File: src/rtl/debug_pkg.sv
// debug_pkg: shared definitions for the byte-command debug controller.
//   - command opcodes carried in the first byte of every command
//   - command FSM state encoding
//   - bit positions inside the STATUS response byte
package debug_pkg;

    localparam logic [7:0] OP_WR     = 8'h01;
    localparam logic [7:0] OP_RD     = 8'h02;
    localparam logic [7:0] OP_DIV    = 8'h03;
    localparam logic [7:0] OP_RUN    = 8'h04;
    localparam logic [7:0] OP_HALT   = 8'h05;
    localparam logic [7:0] OP_STEP   = 8'h06;
    localparam logic [7:0] OP_STATUS = 8'h07;

    typedef enum logic [1:0] {
        S_IDLE = 2'd0,
        S_IDX  = 2'd1,
        S_DATA = 2'd2,
        S_RESP = 2'd3
    } state_t;

    localparam int STAT_ERR  = 0;
    localparam int STAT_RUN  = 1;
    localparam int STAT_STEP = 2;

    function automatic logic [7:0] status_byte(input logic stepping,
                                               input logic running,
                                               input logic err);
        logic [7:0] v;
        v            = 8'h00;
        v[STAT_STEP] = stepping;
        v[STAT_RUN]  = running;
        v[STAT_ERR]  = err;
        return v;
    endfunction

endpackage

File: src/rtl/debug_ctrl_clk_enable_gen.sv
// clk_enable_gen: core clock-enable generator with run, halt and N-step modes.
// Ports:
//   clk, reset   system clock, synchronous active-low reset
//   cmd_run      start free running (one-cycle strobe)
//   cmd_halt     stop, abort any step in progress (one-cycle strobe)
//   cmd_step     start stepping step_n pulses (one-cycle strobe)
//   cmd_div      divider was rewritten; restart the period (one-cycle strobe)
//   step_n       number of pulses for cmd_step
//   divider      period = divider+1 cycles
//   clk_en_o     one-cycle clock-enable pulse (registered)
//   running      free-running mode active
//   stepping     step mode active
module clk_enable_gen
    import debug_pkg::*;
#(
    parameter int COUNTER_BITS = 32
) (
    input  logic                    clk,
    input  logic                    reset,
    input  logic                    cmd_run,
    input  logic                    cmd_halt,
    input  logic                    cmd_step,
    input  logic                    cmd_div,
    input  logic [COUNTER_BITS-1:0] step_n,
    input  logic [COUNTER_BITS-1:0] divider,
    output logic                    clk_en_o,
    output logic                    running,
    output logic                    stepping
);

    logic [COUNTER_BITS-1:0] r_tick;
    logic [COUNTER_BITS-1:0] r_remaining;
    logic                    r_running;
    logic                    r_stepping;
    logic                    r_clk_en;

    // Commands take priority over a tick match in the same cycle, so a
    // command cycle never emits a pulse.  STEP 0 is treated as no command.
    always_ff @(posedge clk) begin
        if (!reset) begin
            r_tick      <= '0;
            r_remaining <= '0;
            r_running   <= 1'b0;
            r_stepping  <= 1'b0;
            r_clk_en    <= 1'b0;
        end else if (cmd_halt) begin
            r_running  <= 1'b0;
            r_stepping <= 1'b0;
            r_tick     <= '0;
            r_clk_en   <= 1'b0;
        end else if (cmd_run) begin
            r_running  <= 1'b1;
            r_stepping <= 1'b0;
            r_tick     <= '0;
            r_clk_en   <= 1'b0;
        end else if (cmd_step && (step_n != '0)) begin
            r_running   <= 1'b0;
            r_stepping  <= 1'b1;
            r_remaining <= step_n;
            r_tick      <= '0;
            r_clk_en    <= 1'b0;
        end else if (cmd_div) begin
            r_tick   <= '0;
            r_clk_en <= 1'b0;
        end else if (r_running || r_stepping) begin
            if (r_tick == divider) begin
                r_clk_en <= 1'b1;
                r_tick   <= '0;
                if (r_stepping) begin
                    r_remaining <= r_remaining - 1'b1;
                    if (r_remaining == COUNTER_BITS'(1)) begin
                        r_stepping <= 1'b0;
                    end
                end
            end else begin
                r_tick   <= r_tick + 1'b1;
                r_clk_en <= 1'b0;
            end
        end else begin
            r_clk_en <= 1'b0;
        end
    end

    assign clk_en_o = r_clk_en;
    assign running  = r_running;
    assign stepping = r_stepping;

endmodule

File: src/rtl/debug_ctrl.sv
// debug_ctrl: byte-command debug controller between a UART byte interface
// and a core under debug.  Writes NUM_OUT output registers, snapshots NUM_IN
// input channels and drives the core clock-enable generator.
// Ports:
//   clk, reset            system clock, synchronous active-low reset
//   rx_data/valid/ready   command byte stream in (valid/ready handshake)
//   tx_data/valid/ready   response byte stream out (valid/ready handshake)
//   clk_en_o              core clock-enable pulse
//   out_bus               output registers, reg k at [k*BUS_WIDTH +: BUS_WIDTH]
//   in_bus                input channels, same packing
//
// state  | meaning
// -------+-------------------------------------------------------------
// S_IDLE | wait for opcode; RUN/HALT/STATUS complete here
// S_IDX  | wait for index byte of WR/RD; RD snapshots input here
// S_DATA | collect W little-endian data bytes for WR/DIV/STEP
// S_RESP | send response bytes, rx blocked
module debug_ctrl
    import debug_pkg::*;
#(
    parameter int BUS_WIDTH    = 32,
    parameter int NUM_OUT      = 4,
    parameter int NUM_IN       = 2,
    parameter int COUNTER_BITS = 32
) (
    input  logic                         clk,
    input  logic                         reset,
    input  logic [7:0]                   rx_data,
    input  logic                         rx_valid,
    output logic                         rx_ready,
    output logic [7:0]                   tx_data,
    output logic                         tx_valid,
    input  logic                         tx_ready,
    output logic                         clk_en_o,
    output logic [NUM_OUT*BUS_WIDTH-1:0] out_bus,
    input  logic [NUM_IN*BUS_WIDTH-1:0]  in_bus
);

    localparam int W   = BUS_WIDTH / 8;
    localparam int BCW = (W > 1) ? $clog2(W) : 1;

    state_t                  r_state;
    logic [7:0]              r_opcode;
    logic [7:0]              r_idx;
    logic [BCW-1:0]          r_byte_cnt;
    logic [BUS_WIDTH-1:0]    r_shift;
    logic [BUS_WIDTH-1:0]    r_resp_word;
    logic [BUS_WIDTH-1:0]    r_out [NUM_OUT];
    logic [COUNTER_BITS-1:0] r_divider;
    logic                    r_err;
    logic                    r_rx_ready;
    logic                    r_tx_valid;
    logic [7:0]              r_tx_data;

    logic                    w_rx_hs;
    logic                    w_last_byte;
    logic                    w_resp_last;
    logic                    w_idx_ok;
    logic                    w_in_range;
    logic [BUS_WIDTH-1:0]    w_word_next;
    logic [BUS_WIDTH-1:0]    w_in_sel;
    logic [COUNTER_BITS-1:0] w_word_cb;
    logic                    w_cmd_run;
    logic                    w_cmd_halt;
    logic                    w_cmd_step;
    logic                    w_cmd_div;
    logic                    w_running;
    logic                    w_stepping;

    assign w_rx_hs     = rx_valid && r_rx_ready;
    assign w_last_byte = (r_byte_cnt == BCW'(W - 1));
    assign w_resp_last = (r_opcode == OP_STATUS) || (r_byte_cnt == BCW'(W - 1));
    assign w_idx_ok    = ({1'b0, r_idx} < 9'(NUM_OUT));
    assign w_in_range  = ({1'b0, rx_data} < 9'(NUM_IN));

    // Bytes arrive LSB first: shifting each new byte in at the top leaves
    // the first byte in the low lane after W bytes.
    generate
        if (BUS_WIDTH == 8) begin : g_word8
            assign w_word_next = rx_data;
        end else begin : g_wordn
            assign w_word_next = {rx_data, r_shift[BUS_WIDTH-1:8]};
        end
    endgenerate

    // Divider / step count take the low COUNTER_BITS of the data word,
    // zero-extended when the counter is wider than the bus.
    always_comb begin
        w_word_cb = '0;
        for (int b = 0; (b < COUNTER_BITS) && (b < BUS_WIDTH); b++) begin
            w_word_cb[b] = w_word_next[b];
        end
    end

    // Out-of-range RD index leaves the snapshot at zero.
    always_comb begin
        w_in_sel = '0;
        for (int k = 0; k < NUM_IN; k++) begin
            if (rx_data == 8'(k)) begin
                w_in_sel = in_bus[k*BUS_WIDTH +: BUS_WIDTH];
            end
        end
    end

    // Generator commands fire on the accepting handshake so they take
    // effect on the same edge as the FSM transition.
    assign w_cmd_run  = (r_state == S_IDLE) && w_rx_hs && (rx_data == OP_RUN);
    assign w_cmd_halt = (r_state == S_IDLE) && w_rx_hs && (rx_data == OP_HALT);
    assign w_cmd_step = (r_state == S_DATA) && w_rx_hs && w_last_byte && (r_opcode == OP_STEP);
    assign w_cmd_div  = (r_state == S_DATA) && w_rx_hs && w_last_byte && (r_opcode == OP_DIV);

    always_ff @(posedge clk) begin
        if (!reset) begin
            r_state     <= S_IDLE;
            r_opcode    <= 8'h00;
            r_idx       <= 8'h00;
            r_byte_cnt  <= '0;
            r_shift     <= '0;
            r_resp_word <= '0;
            r_divider   <= '0;
            r_err       <= 1'b0;
            r_rx_ready  <= 1'b0;
            r_tx_valid  <= 1'b0;
            r_tx_data   <= 8'h00;
            for (int k = 0; k < NUM_OUT; k++) begin
                r_out[k] <= '0;
            end
        end else begin
            if (r_state != S_RESP) begin
                r_rx_ready <= 1'b1;
            end
            case (r_state)
                S_IDLE: begin
                    if (w_rx_hs) begin
                        r_opcode   <= rx_data;
                        r_byte_cnt <= '0;
                        case (rx_data)
                            OP_WR, OP_RD:    r_state <= S_IDX;
                            OP_DIV, OP_STEP: r_state <= S_DATA;
                            OP_RUN, OP_HALT: r_state <= S_IDLE;
                            OP_STATUS: begin
                                r_state    <= S_RESP;
                                r_rx_ready <= 1'b0;
                                r_tx_valid <= 1'b1;
                                r_tx_data  <= status_byte(w_stepping, w_running, r_err);
                            end
                            default: r_err <= 1'b1;
                        endcase
                    end
                end
                S_IDX: begin
                    if (w_rx_hs) begin
                        r_idx <= rx_data;
                        if (r_opcode == OP_RD) begin
                            r_state     <= S_RESP;
                            r_rx_ready  <= 1'b0;
                            r_tx_valid  <= 1'b1;
                            r_tx_data   <= w_in_sel[7:0];
                            r_resp_word <= w_in_sel >> 8;
                            if (!w_in_range) begin
                                r_err <= 1'b1;
                            end
                        end else begin
                            r_state <= S_DATA;
                        end
                    end
                end
                S_DATA: begin
                    if (w_rx_hs) begin
                        r_shift    <= w_word_next;
                        r_byte_cnt <= r_byte_cnt + 1'b1;
                        if (w_last_byte) begin
                            r_state <= S_IDLE;
                            if (r_opcode == OP_WR) begin
                                if (w_idx_ok) begin
                                    for (int k = 0; k < NUM_OUT; k++) begin
                                        if (r_idx == 8'(k)) begin
                                            r_out[k] <= w_word_next;
                                        end
                                    end
                                end else begin
                                    r_err <= 1'b1;
                                end
                            end else if (r_opcode == OP_DIV) begin
                                r_divider <= w_word_cb;
                            end
                        end
                    end
                end
                S_RESP: begin
                    if (r_tx_valid && tx_ready) begin
                        if (w_resp_last) begin
                            r_state    <= S_IDLE;
                            r_tx_valid <= 1'b0;
                            r_rx_ready <= 1'b1;
                            if (r_opcode == OP_STATUS) begin
                                r_err <= 1'b0;
                            end
                        end else begin
                            r_tx_data   <= r_resp_word[7:0];
                            r_resp_word <= r_resp_word >> 8;
                            r_byte_cnt  <= r_byte_cnt + 1'b1;
                        end
                    end
                end
                default: r_state <= S_IDLE;
            endcase
        end
    end

    generate
        for (genvar g = 0; g < NUM_OUT; g++) begin : g_out
            assign out_bus[g*BUS_WIDTH +: BUS_WIDTH] = r_out[g];
        end
    endgenerate

    assign rx_ready = r_rx_ready;
    assign tx_valid = r_tx_valid;
    assign tx_data  = r_tx_data;

    clk_enable_gen #(
        .COUNTER_BITS(COUNTER_BITS)
    ) u_clk_enable_gen (
        .clk      (clk),
        .reset    (reset),
        .cmd_run  (w_cmd_run),
        .cmd_halt (w_cmd_halt),
        .cmd_step (w_cmd_step),
        .cmd_div  (w_cmd_div),
        .step_n   (w_word_cb),
        .divider  (r_divider),
        .clk_en_o (clk_en_o),
        .running  (w_running),
        .stepping (w_stepping)
    );

endmodule

File: config.mk
export PLATFORM = sky130hd
export DESIGN_NAME = debug_ctrl
export DESIGN_NICKNAME = d
export VERILOG_FILES = /design/src/rtl/debug_pkg.sv /design/src/rtl/debug_ctrl_clk_enable_gen.sv /design/src/rtl/debug_ctrl.sv
export SDC_FILE = /design/constraint.sdc
export NUM_CORES = 1
export LEC_CHECK = 0
export ABC_AREA = 1
export CORE_MARGIN = 3
export CORE_UTILIZATION = 45
export CTS_CLUSTER_DIAMETER = 30
export DETAILED_ROUTE_END_ITERATION = 10
export PLACE_DENSITY = 0.69
export SYNTH_ARGS = -nofsm -noshare
export SYNTH_HDL_FRONTEND = slang
export SYNTH_HIERARCHICAL = 1
export SYNTH_SLANG_ARGS = --single-unit
File: constraint.sdc
create_clock -name clk -period 2.6 [get_ports clk]
set_input_delay 0.39 -clock clk [delete_from_list [all_inputs] [get_ports clk]]
set_output_delay 0.39 -clock clk [all_outputs]
set_load 0.01 [all_outputs]
==> metrics.md <==
| Metric | Value |
|---|---|
| Die height | `184 µm` |
| Data required, critical path | `3.04 ns` |
| Hpwl dp | `29700 µm` |
| Arr. time, crit path | `2.76 ns` |
| Routed vias/inst | `5.23` |
| GRT Residual Overflow | `0` |
| Post-Syn Area | `14200 µm²` |
| Worst VDD drop | `0.588 mV` |
| Post-synthesis xor/xnor area fraction | `3.33%` |
| Startpoint types | `register` |
| CTS Buf Count | `61` |
| Complex-gate fraction of the synthesized area | `11.3%` |
| Post-synthesis simple-gate area fraction | `24.9%` |
| Final setup viols | `0` |
| Ant. Diodes | `0` |
| Asr flop ratio synth | `0%` |
| Final ANT Viol Nets | `0` |
| Via Count | `13.2k` |
| Most frequent cells in the layout | `nor2_1 (388), nand2_1 (360), clkdlybuf4s50_1 (213)` |
| 1st-iter DRT viols | `1131` |
| Nature of the critical path endpoint | `register` |
| First-pass GRT wire length | `65900 µm` |
| Clk buf depth | `3` |
| Clock root buffer | `clkbuf_16` |
| Hold Vio Cnt, Final | `0` |
| Hold Path Depth | `3` |
| Worst-Margin Slew | `0.544 ns` |
| Mux contribution to synthesized area | `0.915%` |
| YS warnings | `6` |
| Cell Pwr Density | `719 nW/µm²` |
| Largest net degree at the start of global routing | `49` |
| Final period util | `89.5%` |
| CP Max Fanout | `15` |
| Largest stage delay on the critical path | `0.37 ns` |
| Fin Clk Skew | `0.0479 ns` |
| Adder-Cell Fraction of Synth Area | `0.352%` |
| CP top delay family | `simple AND/OR/NAND/NOR gates` |
| Reg2Reg Depth | `15` |
| Post-CTS sizing | `0` |
| Max-slew violations | `0` |
| Vias in the first global route | `12.6k` |
| P&R area growth vs syn | `36.7%` |
| CTS tree | `done` |
| Core ar. | `30800 µm²` |
| Status | `finished clean` |
| Register area share after synthesis | `52.1%` |
| Syn_area_per_cell | `7.83 µm²` |
| Slowest stage cell, crit path | `dfxtp_1` |
| Final Wtd Congestion | `0.905` |
| Worst R2R Setup Slack | `0.27 ns` |
| Share of cells above drive strength 1 | `9.73%` |
| Combinational family with the most area after synthesis | `simple AND/OR/NAND/NOR gates` |
| Worst hold endpoint | `u_clk_enable_gen/r_remaining[8]` |
| Period minus WS final | `2.33 ns` |
| CP most frequent cell | `inv_2` |
| Max cap viols | `0` |
| Syn nets | `1896` |
| Seq cells post-synth | `306` |
| Commonest non-fill, non-tap cell in the layout | `nor2_1` |
| # H-tree levels | `2` |
| Main synth FF type | `dfxtp_1` |
| Buf/Inv on CP | `6` |
| Max-slew headroom | `63.7%` |
| Cell variety after synth | `43` |
| Drt pass-1 iters | `5` |
| Die Wd | `184 µm` |
| CTS Sinks | `306` |
| CP cell instances | `inv_2 -> nand2_1 -> nor2_2 -> inv_2 -> nor2_1 -> inv_2 -> nor4_1 -> buf_4 -> o21ai_2 -> buf_12 -> a21boi_1 -> buf_4 -> nand3_1 -> nand2_1 -> nor2_1` |
| Worst hold-check path type | `primary input to register` |
| Worst R2R Start | `r_state[0]` |
| DR WL/cell | `16.6 µm` |
| Setup Buffers After CTS | `0` |
| Worst-skew pair later-pin latency | `0.59 ns` |
| Post-route setup TNS | `0 ns` |
| Final hold slack | `0.291 ns` |
| Total GRT Usage | `24.1%` |
| Fmax | `430 MHz` |
| Boundary Pins | `215` |
| Static Leak | `8.12 nW` |
| Hold Path Origin | `reset` |
| Final core utilization | `63.1%` |
| Tot Pwr | `14.0 mW` |
| # DRC | `0` |
| Number of nets in the layout | `2155` |
| Row count | `64` |
| CTS clk-pin slew, worst paths | `0.05 ns` |
| Worst r2r dst | `u_clk_enable_gen/r_remaining[13]` |
| Post-synth EDFFs | `128` |
| Hold_buf cts | `0` |
| CP Class | `register to register` |
| RSZ-0062 raised after global routing | `false` |
| Die area | `33800 µm²` |
| Syn Inst Count | `1816` |
| PortBufs | `214` |
| Antenna violations before repair | `0` |
| Initial Utilization | `46.1%` |
| Routed Wire Length | `41900 µm` |
-- layout make-up --
type | instances | area [µm²]
clock inverters | 41 | 587
inverters | 185 | 694
well taps | 396 | 495
clock buffers | 75 | 1660
flip-flops and latches | 306 | 7410
multi-input cells | 1249 | 5800
fillers | 2552 | 11400
repair buffers | 272 | 2800
-- Yosys cell counts, types with 4 or more instances --
cell type,number,share of area [%]
nor2_1,389,10
nand2_1,360,9.5
dfxtp_1,178,25
inv_1,171,4.5
o21ai_0,142,5.0
a21oi_1,128,4.5
edfxtp_1,128,27
nand3_1,58,2.0
clkbuf_1,55,1.5
xnor2_1,30,1.8
xor2_1,24,1.5
nand4_1,19,0.84
o21ai_1,16,0.56
inv_2,14,0.37
buf_2,13,0.46
mux2i_1,13,0.92
nor3_1,13,0.46
nor2_2,7,0.31
nor3b_1,5,0.26
buf_1,4,0.11
ha_1,4,0.35
nor4_1,4,0.18
-- worst reg2reg max path, cell delays in order (launching register included) --
cell and delay (ns):
dfxtp_1 0.37, inv_2 0.13, nand2_1 0.10, nor2_2 0.13, inv_2 0.03, nor2_1 0.17
inv_2 0.06, nor4_1 0.19, buf_4 0.17, o21ai_2 0.09, buf_12 0.16, a21boi_1 0.13
buf_4 0.23, nand3_1 0.10, nand2_1 0.07, nor2_1 0.05
-- stage by stage --
stage | std cells | setup slack, ns | area (µm²)
2_1_floorplan | 1816 | 0.225 | 14200
3_3_place_gp | 2408 | -0.0535 | 17200
3_5_place_dp | 2408 | -0.106 | 17200
4_1_cts | 2524 | 0.288 | 19400
5_1_grt | 2524 | 0.0137 | 19400
6_report | 2524 | 0.274 | 19400
-- registers in the layout, summed over array words and instances, names as in the netlist --
signal                        count
u_clk_enable_gen/r_tick          32
r_byte_cnt                        2
u_clk_enable_gen/running          1
r_shift                          24
r_opcode                          8
r_state                           2
r_divider                        32
r_idx                             8
r_err                             1
r_resp_word                      24
tx_valid                          1
r_out                           128
u_clk_enable_gen/clk_en_o         1
rx_ready                          1
u_clk_enable_gen/r_remaining     32
tx_data                           8
u_clk_enable_gen/stepping         1
-- routing by layer --
metal  vias up  wire length [µm]  global-route usage (%)
met5         -                 0                       0
met4         0              1450                    8.80
met3        96              3000                    3.54
met2       556             20000                    41.4
met1      6121             17500                    31.0
li1       6421                 -                       -
-- worst max-delay path by stage --
| stage | from | to | slack [ns] | cells past startpoint |
|---|---|---|---|---|
| 2_1_floorplan | rx_ready | r_out[1][0] | 0.23 | 8 |
| 3_3_place_gp | rx_data[2] | u_clk_enable_gen/r_tick[24] | -0.05 | 12 |
| 3_5_place_dp | rx_data[2] | u_clk_enable_gen/r_tick[13] | -0.11 | 12 |
| 4_1_cts | r_state[0] | u_clk_enable_gen/r_remaining[28] | 0.29 | 16 |
| 5_1_grt | r_state[0] | u_clk_enable_gen/r_remaining[30] | 0.01 | 16 |
| 6_report | r_state[0] | u_clk_enable_gen/r_remaining[13] | 0.27 | 15 |
-- cells by family after synthesis --
family	count (synthesis)
AO/OA/AOI/OAI	308
multiplexers	13
AND/OR/NAND/NOR	870
adder cells (fa/ha/maj)	4
buffers and inverters	261
flip-flops	306
XOR/XNOR	54
-- report_power, final --
part           internal (mW)  switching, mW  leakage [nW]
clock network           5.43           2.82          1.09
registers               5.09         0.0378          2.76
logic                  0.294          0.306          4.27
total                   10.8           3.16          8.12
No activity file was read; power rests on OpenSTA's default activity.
